<file path="config.mk">
export PLATFORM = sky130hd
export DESIGN_NAME = tx_mapper
export DESIGN_NICKNAME = d
export VERILOG_FILES = /design/src/rtl/tx_mapper_pkg.sv /design/src/rtl/tx_mapper_fifo.sv /design/src/rtl/tx_mapper.sv
export SDC_FILE = /design/constraint.sdc
export NUM_CORES = 1
export LEC_CHECK = 0
export ABC_AREA = 0
export BUFFER_PORTS_ARGS = -buffer_cell sky130_fd_sc_hd__buf_2
export CORE_MARGIN = 1.5
export CORE_UTILIZATION = 52
export DETAILED_ROUTE_END_ITERATION = 7
export GPL_TIMING_DRIVEN = 0
export PLACE_DENSITY = 0.75
export SETUP_SLACK_MARGIN = 0.2
export SLEW_MARGIN = 20
export SYNTH_ARGS = -nofsm -noshare
export SYNTH_HDL_FRONTEND = slang
export SYNTH_SLANG_ARGS = --single-unit
</file>
<file path="constraint.sdc">
create_clock -name clk -period 8.5 [get_ports clk]
set_clock_uncertainty 0.05 [all_clocks]
set_input_delay 1.7 -clock clk [delete_from_list [all_inputs] [get_ports clk]]
set_output_delay 1.7 -clock clk [all_outputs]
set_load 0.01 [all_outputs]
</file>
<file path="src/rtl/tx_mapper_pkg.sv">
// Shared definitions for the JESD204 transmit mapper feeding the AD9173 path:
// lane geometry, the mapper state encoding and the app-word to lane shuffle.
package tx_mapper_pkg;

   localparam int LANES  = 8;
   localparam int LANE_W = 32;
   localparam int SAMP_W = 16;
   localparam int SPC    = 4;
   localparam int WORD_W = LANES * LANE_W;

   typedef enum logic [1:0] {
      ST_IDLE = 2'd0,
      ST_FILL = 2'd1,
      ST_RUN  = 2'd2
   } state_e;

   // Re-interleave one application word into the TX core lane layout.
   // For converter c and sample k the 32-bit word {real, imag} is split into
   // bytes; byte j (MSB first) lands in lane 4c+j at byte position k.
   // Converter 0 real/imag sit in the upper half of the app word, converter 1
   // real/imag in the lower half, sample 0 at the low end of each group.
   function automatic logic [WORD_W-1:0] map_app_to_lanes(input logic [WORD_W-1:0] app);
      logic [WORD_W-1:0] lanes;
      logic [31:0]       w;
      int                rBase;
      int                iBase;
      lanes = '0;
      for (int c = 0; c < 2; c++) begin
         rBase = (c == 0) ? 192 : 64;
         iBase = (c == 0) ? 128 : 0;
         for (int k = 0; k < SPC; k++) begin
            w = {app[rBase + SAMP_W*k +: SAMP_W], app[iBase + SAMP_W*k +: SAMP_W]};
            for (int j = 0; j < 4; j++) begin
               lanes[LANE_W*(4*c + j) + 8*k +: 8] = w[31 - 8*j -: 8];
            end
         end
      end
      return lanes;
   endfunction

endpackage

</file>
<file path="src/rtl/tx_mapper_fifo.sv">
// Small synchronous show-ahead FIFO buffering application words ahead of the
// lane mapper. Flush empties it in one cycle and overrides push and pop.
module tx_mapper_fifo
   import tx_mapper_pkg::*;
#(
   parameter int DEPTH = 4,
   parameter int WIDTH = WORD_W
) (
   input  logic                       clk,
   input  logic                       rst,
   input  logic                       push_i,
   input  logic                       pop_i,
   input  logic                       flush_i,
   input  logic [WIDTH-1:0]           wdata_i,
   output logic [WIDTH-1:0]           head_o,
   output logic [$clog2(DEPTH):0]     level_o,
   output logic [$clog2(DEPTH):0]     levelNext_o,
   output logic                       full_o,
   output logic                       empty_o
);

   localparam int PTR_W = $clog2(DEPTH);
   localparam int LVL_W = PTR_W + 1;

   logic [WIDTH-1:0] mem [DEPTH];
   logic [PTR_W-1:0] wrPtr_q, wrPtr_d;
   logic [PTR_W-1:0] rdPtr_q, rdPtr_d;
   logic [LVL_W-1:0] level_q, level_d;
   logic             doPush;
   logic             doPop;

   assign full_o      = (level_q == LVL_W'(DEPTH));
   assign empty_o     = (level_q == '0);
   assign head_o      = mem[rdPtr_q];
   assign level_o     = level_q;
   assign levelNext_o = level_d;

   // Work out the effective push/pop and the next pointer and occupancy values;
   // a flush discards everything, and push+pop together leave the level alone.
   always_comb begin
      doPush  = push_i & ~full_o & ~flush_i;
      doPop   = pop_i & ~empty_o & ~flush_i;
      wrPtr_d = wrPtr_q;
      rdPtr_d = rdPtr_q;
      level_d = level_q;
      if (flush_i) begin
         wrPtr_d = '0;
         rdPtr_d = '0;
         level_d = '0;
      end else begin
         if (doPush) wrPtr_d = wrPtr_q + PTR_W'(1);
         if (doPop)  rdPtr_d = rdPtr_q + PTR_W'(1);
         case ({doPush, doPop})
            2'b10:   level_d = level_q + LVL_W'(1);
            2'b01:   level_d = level_q - LVL_W'(1);
            default: level_d = level_q;
         endcase
      end
   end

   // Pointer and occupancy registers, cleared by reset.
   always_ff @(posedge clk) begin
      if (rst) begin
         wrPtr_q <= '0;
         rdPtr_q <= '0;
         level_q <= '0;
      end else begin
         wrPtr_q <= wrPtr_d;
         rdPtr_q <= rdPtr_d;
         level_q <= level_d;
      end
   end

   // Storage array; contents need no reset since occupancy gates every read.
   always_ff @(posedge clk) begin
      if (doPush) mem[wrPtr_q] <= wdata_i;
   end

endmodule

</file>
<file path="src/rtl/tx_mapper.sv">
// Transmit-side JESD204 mapper: buffers app sample words, primes the FIFO,
// then streams one lane-mapped word per core clock to the TX core, filling
// with mid-scale zeros and counting underflows when the source falls behind.
module tx_mapper
   import tx_mapper_pkg::*;
#(
   parameter int DEPTH = 4,
   parameter int PRIME = 2,
   parameter int CNT_W = 16
) (
   input  logic                     clk,
   input  logic                     rst,
   input  logic                     enable,
   input  logic [WORD_W-1:0]        s_tdata,
   input  logic                     s_tvalid,
   output logic                     s_tready,
   output logic [WORD_W-1:0]        tx_tdata,
   input  logic                     tx_tready,
   input  logic                     clr_stats,
   output logic                     underflow,
   output logic [CNT_W-1:0]         underflow_cnt,
   output logic [1:0]               state,
   output logic [$clog2(DEPTH):0]   fifo_level
);

   localparam int LVL_W = $clog2(DEPTH) + 1;

   state_e             state_q, state_d;
   logic [WORD_W-1:0]  txData_q, txData_d;
   logic               underflow_q, underflow_d;
   logic [CNT_W-1:0]   underflowCnt_q, underflowCnt_d;
   logic               sReady_q, sReady_d;

   logic               fifoPush;
   logic               fifoPop;
   logic               fifoFlush;
   logic [WORD_W-1:0]  fifoHead;
   logic [LVL_W-1:0]   fifoLevel;
   logic [LVL_W-1:0]   fifoLevelNext;
   logic               fifoFull;
   logic               fifoEmpty;
   logic               linkUp;

   assign linkUp   = enable & tx_tready;
   assign fifoPush = s_tvalid & sReady_q & ~fifoFull;

   tx_mapper_fifo #(
      .DEPTH (DEPTH),
      .WIDTH (WORD_W)
   ) u_fifo (
      .clk         (clk),
      .rst         (rst),
      .push_i      (fifoPush),
      .pop_i       (fifoPop),
      .flush_i     (fifoFlush),
      .wdata_i     (s_tdata),
      .head_o      (fifoHead),
      .level_o     (fifoLevel),
      .levelNext_o (fifoLevelNext),
      .full_o      (fifoFull),
      .empty_o     (fifoEmpty)
   );

   // Mapper sequencing: hold zeros until the link is up and the FIFO is primed,
   // then pop one word per cycle; a lost link drops straight back to IDLE and
   // discards whatever is buffered so nothing stale is replayed after resync.
   always_comb begin
      state_d     = state_q;
      txData_d    = txData_q;
      underflow_d = 1'b0;
      fifoPop     = 1'b0;
      fifoFlush   = 1'b0;
      case (state_q)
         ST_IDLE: begin
            txData_d = '0;
            if (!linkUp) fifoFlush = 1'b1;
            else         state_d   = ST_FILL;
         end
         ST_FILL: begin
            txData_d = '0;
            if (!linkUp) begin
               fifoFlush = 1'b1;
               state_d   = ST_IDLE;
            end else if (fifoLevel >= LVL_W'(PRIME)) begin
               state_d = ST_RUN;
            end
         end
         ST_RUN: begin
            if (!linkUp) begin
               fifoFlush = 1'b1;
               txData_d  = '0;
               state_d   = ST_IDLE;
            end else if (!fifoEmpty) begin
               fifoPop  = 1'b1;
               txData_d = map_app_to_lanes(fifoHead);
            end else begin
               txData_d    = '0;
               underflow_d = 1'b1;
            end
         end
         default: begin
            txData_d = '0;
            state_d  = ST_IDLE;
         end
      endcase
   end

   // Underflow statistics and source-side ready; a clear request beats a
   // coincident increment, and ready comes from the post-edge FIFO level so
   // the app side never sees a combinational path from the TX core.
   always_comb begin
      underflowCnt_d = underflowCnt_q;
      if (clr_stats)
         underflowCnt_d = '0;
      else if (underflow_d && (underflowCnt_q != {CNT_W{1'b1}}))
         underflowCnt_d = underflowCnt_q + CNT_W'(1);
      sReady_d = (fifoLevelNext < LVL_W'(DEPTH)) & enable;
   end

   // Output and control registers with synchronous reset.
   always_ff @(posedge clk) begin
      if (rst) begin
         state_q        <= ST_IDLE;
         txData_q       <= '0;
         underflow_q    <= 1'b0;
         underflowCnt_q <= '0;
         sReady_q       <= 1'b0;
      end else begin
         state_q        <= state_d;
         txData_q       <= txData_d;
         underflow_q    <= underflow_d;
         underflowCnt_q <= underflowCnt_d;
         sReady_q       <= sReady_d;
      end
   end

   assign s_tready      = sReady_q;
   assign tx_tdata      = txData_q;
   assign underflow     = underflow_q;
   assign underflow_cnt = underflowCnt_q;
   assign state         = state_q;
   assign fifo_level    = fifoLevel;

endmodule

</file>
# Word-level counts from Yosys, hierarchy flattened
# Memories as Yosys holds them, arrays and structs flattened. A register that Yosys moved wholly into a read port is not among the register bits.
# Cells that the tools add are included.
[op_classes] add_sub_neg=5 n_lt_le_gt_ge=2 n_eq_ne=9 muxes=17 bitwise=13 n_reduce_logical=8
[op_table] operator="adder 16 x 1 -> 16 bit (second input constant)" n=1
[op_table] operator="inequality test 16 bit (second input constant)" n=1
[op_table] operator="two-way mux 1 bit" n=10
[op_table] operator="AND 1 bit" n=8
[op_table] operator="two-way mux 2 bit" n=4
[op_table] operator="one-hot mux 2 bit (3 select lines)" n=1
[op_table] operator="one-hot mux 3 bit (2 select lines)" n=1
[op_table] operator="NOT 1 bit" n=5
[op_table] operator="adder 2 x 1 -> 2 bit (second input constant)" n=2
[op_table] operator="equality test 2 x 1 -> 1 bit (second input constant)" n=2
[op_table] operator="equality test 2 bit (second input constant)" n=2
[op_table] operator="inequality test 2 bit (second input constant)" n=2
[op_table] operator="OR reduction 2 bit" n=2
[op_table] operator="OR reduction 4 bit" n=1
[op_table] operator="adder 3 x 1 -> 3 bit (second input constant)" n=1
[op_table] operator="equality test 3 bit (second input constant)" n=1
[op_table] operator=">= comparator 3 x 2 -> 1 bit (second input constant)" n=1
[op_table] operator="logical NOT 3 bit" n=1
[op_table] operator="less-than comparator 3 bit (second input constant)" n=1
[op_table] operator="two-way mux 3 bit" n=1
[op_table] operator="inequality test 3 bit (second input constant)" n=1
[op_table] operator="AND reduction 3 bit" n=1
[op_table] operator="OR reduction 3 bit" n=1
[op_table] operator="subtractor 3 x 1 -> 3 bit (second input constant)" n=1
[op_table] operator="2 further kinds" n=2
[totals] reg_bits=27 mem_bits_rw=1024 in_bits=262 out_inout_bits=279 word_cells=62 memories=1
[mem_list] name="u_fifo.mem" words=4 word_bits=256 read_ports=1 rd_clocked_by_memory_dff=1 wr=1 line_no="tx_mapper_fifo.sv:25" source="logic [WIDTH-1:0] mem [DEPTH];"

# Depth between registers and ports, before layout
[depth] ltp_word=11 ltp_mapped=9 mapped_depth_nobuf=9

# Hierarchy
# From an unflattened synthesis, not the netlist that was laid out.
[hier_totals] cells_unflattened=2049 hier_area_um2=45541.2
[by_module_without_submodules] mod="tx_mapper_fifo" n_inst=1 cells_per_inst=1393 area_per_inst_um2=37682.4 seq_area_each_um2=30929.7
[by_module_without_submodules] mod="tx_mapper" n_inst=1 cells_per_inst=656 area_per_inst_um2=7858.8 seq_area_each_um2=5525.3

# Least setup slack after synthesis
# No wires, ideal clock.
[synth_timing] path_type="input to register" start="in enable" end="mem u_fifo.mem[1][0] (netlist name) (enable)" setup_ps=649 t_arrival_ps=8181 t_required_ps=7801 path_slack_ps=-380 cell_stages=3 n_path_buf=0 cell_sequence="a22oi_1 > a211oi_1 > and2_1"
[synth_via] elab_chain_len=7
[synth_rtl] item="start, declared" line_no="tx_mapper.sv:13" source="input logic enable,"
[synth_rtl] item="AND 1 bit" line_no="tx_mapper.sv:44" source="assign linkUp = enable & tx_tready;"
[synth_rtl] item="two-way mux 1 bit" line_no="tx_mapper.sv:76, tx_mapper.sv:81, tx_mapper.sv:89"
[synth_rtl] item="two-way mux 1 bit"
[synth_rtl] item="NOT 1 bit" line_no="tx_mapper_fifo.sv:41" source="doPush = push_i & ~full_o & ~flush_i;"
[synth_rtl] item="AND 1 bit" line_no="tx_mapper_fifo.sv:41"
[synth_rtl] item="two-way mux 1 bit" line_no="tx_mapper_fifo.sv:76" source="if (doPush) mem[wrPtr_q] <= wdata_i;"
[synth_rtl] item="two-way mux 1 bit (implied by the code)" line_no="tx_mapper_fifo.sv:76"
[synth_rtl] item="end, declared" line_no="tx_mapper_fifo.sv:25"
# Every way passes these cells.

# Worst setup path in the final report
[layout_timing] start="in enable" end="mem u_fifo.mem[0][59] (netlist name) (enable)"
# Same word-level chain as after synthesis.

==> impl_metrics.csv <==
group,metric,value,unit
global_routing,grt_max_degree,46,
setup_path,cp_max_fo,44,
setup_path,end_kind,"register",
global_routing,grt_antenna_before_repair,34,
synth,ys_warn_count,0,
pwr,powerDensity,233,nW/µm²
sta,setup_ws,4.54,ns
sta,fin_crit,3.96,ns
routing,wl,93.9,mm
synth,synthFlopType,"edfxtp_1",
sta,timing.slew.headroom,30.4,%
min_path,hp-class,"reg -> reg",
synth,syn-num-nets,2308,
floorplan,initial_core_util,52.7,%
sta,finalSetupViolations,0,
placement,place_congestion,0.838,
flow_run,maxCapViolCount,0,
synth,netlist-cell-type-count,45,
routing,drt_iter0_markers,1714,
setup_path,startpoint_type,"primary input",
cts,cts.repair.resized,0,
placement,dp_slack,3.86,ns
routing,route.detailed.drc,0,
routing,ant_nets,0,
synth,async_reset_ff_share,0,%
layout,fin_area,54100,µm²
layout,syn2layout_area_growth,20.1,%
placement,port_buffers,540,
global_routing,grt_pass1_vias,22900,
sta,slew_viol_final,0,
cts,clock_sinks,1307,
placement,dp_hpwl,61.0,mm
floorplan,fp.dieW,297,µm
synth,syn_inst,2039,
cts,numCtsBuffers,121,
global_routing,gr-total-overflow,0,
floorplan,rows,107,
layout,layout-drive-gt1-share,37.1,%
setup_path,crit_required,8.81,ns
pwr,leakagePower,18.5,nW
sta,whs,0.478,ns
sta,rsz0062_at_grt,"no",
cts,post-cts-setup-buffer-count,0,
floorplan,die_y,297,µm
cts,htree_levels,3,
sta,timing.final.crit_share,46.6,%
floorplan,ioPinCount,541,
routing,vias,21700,
synth,syn_avg_cell_area,22.1,µm²
run_status,outcome,"finished, final reports clean",
cts,postCtsHoldBufs,0,
global_routing,grt_pass1_wl,140,mm
cts,ctsLongestPathBuffers,3,
cts,clk_latency,0.71,ns
routing,drtPass1Iterations,5,
cts,clk_pin_slew_worst_paths,0.06,ns
setup_path,path_class,"in -> reg",
floorplan,die_area,88300,µm²
global_routing,grt_usage,21.2,%
routing,viasPerCell,5.43,
synth,synth-seq-area-share,80.9,%
sta,fmax,253,MHz
pwr,irDropWorstVdd,210,µV
placement,placed_area,49800,µm²
floorplan,core_area,85400,µm²
synth,synth_edf_count,1024,
setup_path,arrival,4.27,ns
routing,wl_per_cell,23.5,µm
sta,hold_violations,0,
sta,tightest_slew,1.04,ns
layout,final_nets,2995,
synth,syn_area,45000,µm²
cts,tritoncts,"done",
synth,ys_seq_elements,1307,
cts,root_buffer,"clkbuf_16",
## Yosys cell counts (2+ instances only)
| cell | n | share of area [%] |
|---|---|---|
| edfxtp_1 | 1024 | 68 |
| nor3_1 | 5 | 0.056 |
| or3_1 | 7 | 0.097 |
| and3_1 | 2 | 0.028 |
| inv_1 | 3 | 0.025 |
| a21oi_1 | 11 | 0.12 |
| mux2i_1 | 3 | 0.067 |
| o21ai_0 | 4 | 0.044 |
| and2_1 | 5 | 0.069 |
| nor2_1 | 14 | 0.12 |
| nand4_1 | 6 | 0.083 |
| xnor2_1 | 4 | 0.078 |
| a211oi_1 | 2 | 0.033 |
| dfxtp_1 | 283 | 13 |
| nand3_1 | 7 | 0.078 |
| nor2b_1 | 257 | 3.6 |
| nand2_1 | 11 | 0.092 |
| xor2_1 | 2 | 0.039 |
| ha_1 | 6 | 0.17 |
| and4b_1 | 2 | 0.044 |
| clkbuf_1 | 62 | 0.52 |
| o41ai_1 | 3 | 0.058 |
| o31ai_1 | 6 | 0.10 |
| mux4_2 | 256 | 13 |
| buf_2 | 25 | 0.28 |
| buf_1 | 3 | 0.025 |
| or4_1 | 6 | 0.10 |
| o311ai_0 | 2 | 0.039 |
| and4_1 | 2 | 0.039 |
## cell type report
class,count,area (µm²)
clock inverters,65,783
well taps,1144,1430
repair buffers,564,3360
inverters,3,11.3
clock buffers,166,3420
fillers,5661,31300
plain buffers,92,390
multi-input cells,637,8210
flip-flops and latches,1307,36400
diodes,21,52.6
## cell usage in the layout, fill, tap and decap left out, drive strengths merged, types with 3 or more instances in the layout
cell type     n
a21oi        11
and2          5
buf         593
bufinv       15
clkbuf      228
clkinv       40
clkinvlp      7
dfxtp       283
diode        21
edfxtp     1024
ha            6
inv           6
mux2i         3
mux4        256
nand2        11
nand3         7
nand4         6
nor2         14
nor2b       257
nor3          5
o21ai         4
o31ai         6
o41ai         3
or3           8
or4           6
xnor2         4
## metal layers
layer	wire, µm	GRT usage [%]	up-vias
met3	7920	6.85	216
li1	-	-	9539
met2	47300	35.4	789
met5	249	0	-
met4	2590	6.63	38
met1	35800	26.4	11100
## worst paths after layout
path                                  startpoint                 to  slack [ns]  depth (start not counted)
worst max register to register          state[1]  u_fifo.mem[0][59]        5.20                          6
worst min register to register  underflow_cnt[1]   underflow_cnt[1]        0.48                          2
worst min-delay path            underflow_cnt[1]   underflow_cnt[1]        0.48                          2
worst max-delay path                      enable  u_fifo.mem[0][59]        4.54                          7
## stage by stage
step	TNS, ns	power (mW)	cells	utilization (%)
finish	0	12.6	3999	63.3
global route	0	12.9	3989	63.3
CTS	0	12.7	3978	63.2
detailed placement	0	7.18	3747	58.3
global placement	-247.32	7.16	3723	57.5
floorplan	0	7.07	2039	-
## critical path, stage by stage
cell	delay, ns
buf_2	0.13
a22oi_1	0.11
a211oi_1	0.83
and2_4	0.53
buf_12	0.29
buf_16	0.29
buf_16	0.28
## power by group
| group | switching [mW] | internal (mW) |
|---|---|---|
| combinational | 0.0800 | 0.0628 |
| clock | 2.29 | 3.28 |
| sequential | 0.00400 | 6.89 |
## state kept, by name, summed over array words and instances (netlist names)
register and count:
u_fifo.mem 1024, tx_tdata 256, underflow_cnt 16, u_fifo.level_o 3, state 2, u_fifo.rdPtr_q 2, u_fifo.wrPtr_q 2, s_tready 1
underflow 1
## kinds of logic (layout without fill, tap and decap cells)
| logic type | after synthesis | after routing | synth area share [%] |
|---|---|---|---|
| flops | 1307 | 1307 | 80.9 |
| other cells | 0 | 21 | 0 |
| fa+ha+maj | 7 | 7 | 0.211 |
| xor+xnor | 6 | 6 | 0.117 |
| buf+inv | 95 | 890 | 0.892 |
| mux | 260 | 260 | 12.9 |
| simple gates | 331 | 331 | 4.51 |
| compound gates | 33 | 33 | 0.484 |
No activity file was read; power rests on OpenSTA's default activity.
